[config.mk]
export PLATFORM = sky130hd
export DESIGN_NAME = fpu_regfile_sb
export DESIGN_NICKNAME = d
export VERILOG_FILES = /design/src/rtl/fpu_regfile_sb.sv
export SDC_FILE = /design/constraint.sdc
export NUM_CORES = 2
export LEC_CHECK = 0
export BUFFER_PORTS_ARGS = -buffer_cell sky130_fd_sc_hd__buf_2
export CAP_MARGIN = 10
export CORE_MARGIN = 1
export CORE_UTILIZATION = 57
export DETAILED_ROUTE_END_ITERATION = 6
export GPL_ROUTABILITY_DRIVEN = 1
export PLACE_DENSITY_LB_ADDON = 0.2
export SLEW_MARGIN = 20
export SYNTH_ARGS = -nofsm -noshare
export SYNTH_HDL_FRONTEND = slang
export SYNTH_SLANG_ARGS = --single-unit
[constraint.sdc]
create_clock -name clk -period 4.4 [get_ports clk]
set_input_delay 0.88 -clock clk [delete_from_list [all_inputs] [get_ports clk]]
set_output_delay 0.88 -clock clk [all_outputs]
set_load 0.02 [all_outputs]
[src/rtl/fpu_regfile_sb.sv]
// FPU register file with integrated busy-bit scoreboard for RAW/WAW hazard detection.
// Optional macro FPU_RF_BYPASS_EN adds write-first bypass of writeback data/busy onto every read port.
module fpu_regfile_sb #(
  parameter int XLEN  = 32,
  parameter int NREGS = 32,
  parameter int NREAD = 3,
  localparam int AW   = $clog2(NREGS),
  localparam int CW   = $clog2(NREGS + 1)
) (
  input  logic                  clk,
  input  logic                  rst_n,
  input  logic [NREAD*AW-1:0]   rd_addr,
  output logic [NREAD*XLEN-1:0] rd_data,
  output logic [NREAD-1:0]      rd_busy,
  input  logic                  issue_valid,
  input  logic [AW-1:0]         issue_rd,
  output logic                  issue_ready,
  input  logic                  wb_valid,
  input  logic [AW-1:0]         wb_rd,
  input  logic [XLEN-1:0]       wb_data,
  output logic [CW-1:0]         busy_count
);

  logic [XLEN-1:0]  regs_q [NREGS];
  logic [NREGS-1:0] busy_q, busy_d;
  logic [CW-1:0]    count_q, count_d;
  logic             issue_fire;

  // Issue handshake: the op is accepted on a cycle where issue_valid && issue_ready.
  // issue_ready looks only at registered busy state, so a same-cycle writeback never raises it.
  assign issue_ready = !busy_q[issue_rd];
  assign issue_fire  = issue_valid && issue_ready;
  assign busy_count  = count_q;

  // Issue is applied after writeback so a same-register collision leaves the bit set.
  always_comb begin
    busy_d = busy_q;
    if (wb_valid)   busy_d[wb_rd]    = 1'b0;
    if (issue_fire) busy_d[issue_rd] = 1'b1;
  end

  // A firing issue always targets a clear bit and a same-register writeback never
  // clears a set one, so +1 and -1 are independent.
  always_comb begin
    count_d = count_q;
    if (issue_fire)                 count_d = count_d + CW'(1);
    if (wb_valid && busy_q[wb_rd])  count_d = count_d - CW'(1);
  end

  always_ff @(posedge clk or negedge rst_n) begin
    if (!rst_n) begin
      busy_q  <= '0;
      count_q <= '0;
      for (int i = 0; i < NREGS; i++) regs_q[i] <= '0;
    end else begin
      busy_q  <= busy_d;
      count_q <= count_d;
      if (wb_valid) regs_q[wb_rd] <= wb_data;
    end
  end

  for (genvar k = 0; k < NREAD; k++) begin : g_rd
    logic [AW-1:0] addr;
    assign addr = rd_addr[k*AW +: AW];
`ifdef FPU_RF_BYPASS_EN
    logic hit;
    assign hit = wb_valid && (wb_rd == addr);
    assign rd_data[k*XLEN +: XLEN] = hit ? wb_data : regs_q[addr];
    assign rd_busy[k] = hit ? (issue_fire && (issue_rd == addr)) : busy_q[addr];
`else
    assign rd_data[k*XLEN +: XLEN] = regs_q[addr];
    assign rd_busy[k] = busy_q[addr];
`endif
  end

endmodule
# After elaboration in Yosys (flattened, before gate mapping)

Cells that the tools add are included.

$add $sub $neg: 2
Order comparisons: 12
Muxes and demuxes: 30
Bitwise logic cells: 7
Reduce and logical (&&, ||, !) cells: 6

Operators with widths:

| kind                | number |
|---|---|
| $bwmux 1024         | 1 |
| $bmux 32 s5         | 3 |
| $mux 32             | 9 |
| $demux 32 s5        | 1 |
| $and 32x32->32      | 1 |
| $not 32->32         | 1 |
| $or 32x32->32       | 1 |
| $lt 5x6->1 const B  | 5 |
| $bmux 1 s5          | 5 |
| $ge 6x6->1 const B  | 4 |
| $not 5->6           | 4 |
| $mux 6              | 2 |
| $demux 1 s5         | 2 |
| $ge 5x1->1 const B  | 2 |
| $mux 1              | 7 |
| $add 6x1->6 const B | 1 |
| $lt 6x1->1 const B  | 1 |
| $sub 6x1->6 const B | 1 |
| $logic_and 1x1->1   | 5 |
| $logic_not 1->1     | 1 |

Word-level logic and storage cells: 91
Bits of input ports: 61
Bits in registers: 1062
Output and inout port bits: 106

# Longest topological paths before layout

Depth in word-level cells: 9
Mapped depth: 11
Gate-level depth less buffers: 10

# Least setup slack after synthesis

OpenSTA, ideal clock, no wires.

Path kind: in2out
Start point: input rd_addr[0]
End point: output rd_busy[0]
Buffers on the path: 3
Stages on the path: 6
Required time: 3.520 ns
Arrival time: 2.827 ns
Path slack: 0.693 ns
Cells stage by stage: clkbuf_1 -> clkbuf_1 -> buf_2 -> mux4_2 -> mux4_2 -> mux2_2

Word-level cells in the longest chain between the ends: 2

RTL lines:

| element                      | line | RTL |
|---|---|---|
| start: declaration           | 12   | `input logic [NREAD*AW-1:0] rd_addr,` |
| $bmux 1 s5                   | 72   | `assign rd_busy[k] = busy_q[addr];` |
| $mux 1 (implied by the code) | 72   |  |
| end: declaration             | 14   | `output logic [NREAD-1:0] rd_busy,` |

Every way passes these cells. The select of a mux whose other input is x is not followed.

# Final worst setup path

Start point: input rd_addr[0]
End point: output rd_data[21]

Word-level cells in the longest chain between the ends: 4

RTL lines:

| element                                     | line | RTL |
|---|---|---|
| $not 5->6 (implied by the code)             | 71   | `assign rd_data[k*XLEN +: XLEN] = regs_q[addr];` |
| $bmux 32 s5                                 | 71   |  |
| $mux 32 (implied by the code) (2 in series) | 71   |  |
| end: declaration                            | 13   | `output logic [NREAD*XLEN-1:0] rd_data,` |

Every way passes these cells. The select of a mux whose other input is x is not followed.

==> impl_metrics.csv <==
group,metric,value,unit
sta,hold_violations,0,
routing,vias,41434,
cts,cts_setup_buffers,0,
worst_setup_path,crit_type,"in -> out",
synth,synth_nets,3918,
floorplanning,die_area,115000,um^2
power,power_leakage,30.3,nW
floorplanning,core_area,113000,um^2
sta,maxSlewViolCount,0,
final_layout,final_cell_area,72800,um^2
cts,cts_hold_buf,0,
sta,finalSetupViolCount,0,
cts,clock_latency,0.72,ns
power,switching_power,9.79,mW
synth,ys.flop_type,"dfrtp_1",
worst_setup_path,crit_required,3.52,ns
routing,drtIter0Drc,5103,
synth,yosysSeqAreaShare,0.409,
final_layout,drive_gt1_frac,0.668,
cts,clock-sinks,1062,
final_layout,area_growth,12.1,%
sta,worstMarginPinSlew,1.15,ns
sta,relSlewSlack,0.229,
global_routing,grt_first_pass_wirelength,302,mm
global_routing,grt_overflow,0,
routing,wl_per_cell,37.0,um
power,p_sw_frac,0.296,
synth,yosys-top-cells-area,"dfrtp_1 (41%), mux4_2 (34%), mux2_2 (18%)",
placement,dp.final_hpwl,118,mm
power,totalPowerFinal,33.1,mW
sta,fmax,245,MHz
power,power.density,454,nW/um^2
routing,routed_wl,203,mm
worst_setup_path,worst_setup_path_start_kind,"input pin",
synth,synth-seq-cells,1062,
worst_setup_path,crit_path_end_kind,"output port",
cts,postCtsResizedCells,0,
synth,yosys_warnings,0,
placement,gp_congestion,0.891,
placement,io_buffers,166,
run_status,outcome,"completed",
routing,ant_nets,0,
routing,drcViolationCount,0,
routing,via_per_inst,7.54,
cts,htree_levels,3,
cts,cts_tree,"yes",
synth,netlist.area_leader.share,0.409,
cts,root_buffer,"clkbuf_16",
placement,place_area,68700,um^2
worst_setup_path,timing.rr.end,"busy_q[0]",
synth,ys_types,55,
floorplanning,initial_utilization,0.576,
worst_setup_path,reg2reg_depth,9,
synth,synthesis.area,65000,um^2
global_routing,grt_max_degree,93,
worst_setup_path,worstPathMaxFanout,19,
cts,clk_pin_slew,0.07,ns
power,p_int,23.3,mW
floorplanning,num_rows,123,
sta,fin_crit_sh,0.929,
worst_setup_path,r2r_setup_slack,1.85,ns
power,power_frac_comb,0.270,
worst_setup_path,r2r-start,"busy_q[2]",
synth,async_reset_ff_frac,1.00,
sta,rsz0062_at_grt,"no",
synth,yosys.area.top_type,"dfrtp_1",
routing,drtPass1Iterations,5,
floorplanning,pin_count,167,
worst_setup_path,arrival,3.21,ns
sta,setup_tns,0,ns
final_layout,fin_util,0.646,
cts,cts_buffers,115,
cts,clockBufferDepth,3,
synth,syn_inst,3855,
power,worst_ir_drop_vdd,0.000444,V
global_routing,grtUsageTotal,0.362,
final_layout,fin_nets,3945,
power,p_seq_frac,0.413,
global_routing,grt_antenna_before_repair,19,
global_routing,first_global_vias,42538,
job,drv_cap,0,
floorplanning,fp.dieW,340,um
sta,finClkSkew,0.00452,ns
sta,min_period,4.09,ns
floorplanning,die_h,340,um
power,power_frac_clock,0.318,
min_path,min_path_type,"in -> async",
synth,avgSynthCellArea,16.9,um^2
synth,synth_enable_flop_cells,0,
-- critical path, stage by stage --
cell	delay (ns)
buf_8	0.25
buf_12	0.28
buf_12	0.22
mux4_2	0.54
mux4_2	0.52
mux2_2	0.29
buf_2	0.16
-- how the worst max path moves through the flow --
stage	to	from	slack, ns	cells past startpoint
final	rd_data[21]	rd_addr[0]	0.31	7
after global routing	rd_data[20]	rd_addr[0]	0.27	7
after CTS	rd_data[21]	rd_addr[0]	0.30	7
after detailed placement	rd_data[20]	rd_addr[0]	0.33	7
after global placement	rd_data[28]	rd_addr[0]	0.35	7
after floorplan	rd_busy[0]	rd_addr[0]	0.69	6
-- stage by stage --
| step | hold slack [ns] | instances | worst slack [ns] |
|---|---|---|---|
| 5_1_grt | 0.251 | 5491 | 0.269 |
| 6_report | 0.235 | 5493 | 0.315 |
| 3_5_place_dp | 0.519 | 5265 | 0.333 |
| 3_3_place_gp | 0.509 | 5265 | 0.347 |
| 2_1_floorplan | 0.489 | 3855 | 0.693 |
| 4_1_cts | 0.236 | 5483 | 0.305 |
-- logic make-up after synthesis --
| group | share of synthesized area |
|---|---|
| and+or+nand+nor | 0.00913 |
| adders and majority gates | 0.000385 |
| xor gates and xnor gates | 0.00133 |
| muxes | 0.544 |
| AOI/OAI and AO/OA | 0.00778 |
| DFF | 0.409 |
| buffers and inverters | 0.0288 |
-- per-layer routing --
metal | part of all wire | GRT usage
met1 | 0.39 | 0.513
met2 | 0.46 | 0.541
met3 | 0.10 | 0.0922
met4 | 0.046 | 0.150
met5 | 0.00043 | 0
-- state kept, by name, indices dropped and copies added, names as in the netlist --
signal and cells:
regs_q 1024, busy_q 32, busy_count 6
-- power by group through the flow --
stage          registers [mW]  logic [mW]  clock network, mW
3_3_place_gp             13.6        8.71                  0
2_1_floorplan            13.1        6.65                  0
5_1_grt                  13.9        9.40               11.0
6_report                 13.7        8.93               10.5
4_1_cts                  13.6        8.92               10.6
3_5_place_dp             13.7        8.87                  0
-- Yosys cell counts, types with 4 or more instances --
master / n
buf_1: 60
buf_2: 137
clkbuf_1: 237
dfrtp_1: 1062
inv_1: 7
mux2_1: 61
mux2_2: 1066
mux2i_1: 24
mux4_2: 993
nand2_1: 40
nand2b_1: 4
nand3_1: 7
nand3b_1: 5
nor2_1: 27
nor3_1: 7
nor3b_1: 4
o21ai_0: 41
o221ai_1: 5
o22ai_1: 6
o31ai_1: 4
xnor2_1: 4
xor2_1: 4
-- area by class of cell --
| type | count | area [um^2] |
|---|---|---|
| sequential | 1062 | 26600 |
| timing repair buffer | 348 | 3440 |
| fill | 7903 | 40000 |
| tap | 1500 | 1880 |
| inverter | 8 | 30.0 |
| clock inverter | 68 | 855 |
| multi-input combinational | 2347 | 36800 |
| antenna | 10 | 25.0 |
| clock buffer | 150 | 3250 |
-- cells in the final DEF, fill, tap and decap left out, types with 13 or more instances in the layout --
cell type	instances
clkinv_2	27
clkinvlp_4	13
mux2_2	1066
buf_4	97
mux4_2	993
clkbuf_16	117
nor2_4	16
buf_12	91
nand2_1	24
mux2i_1	24
dfrtp_1	1062
o21ai_0	41
clkbuf_1	13
mux2_1	61
nand2_4	17
bufinv_16	17
buf_2	150
clkbuf_8	20
No activity file was read; power rests on OpenSTA's default activity.
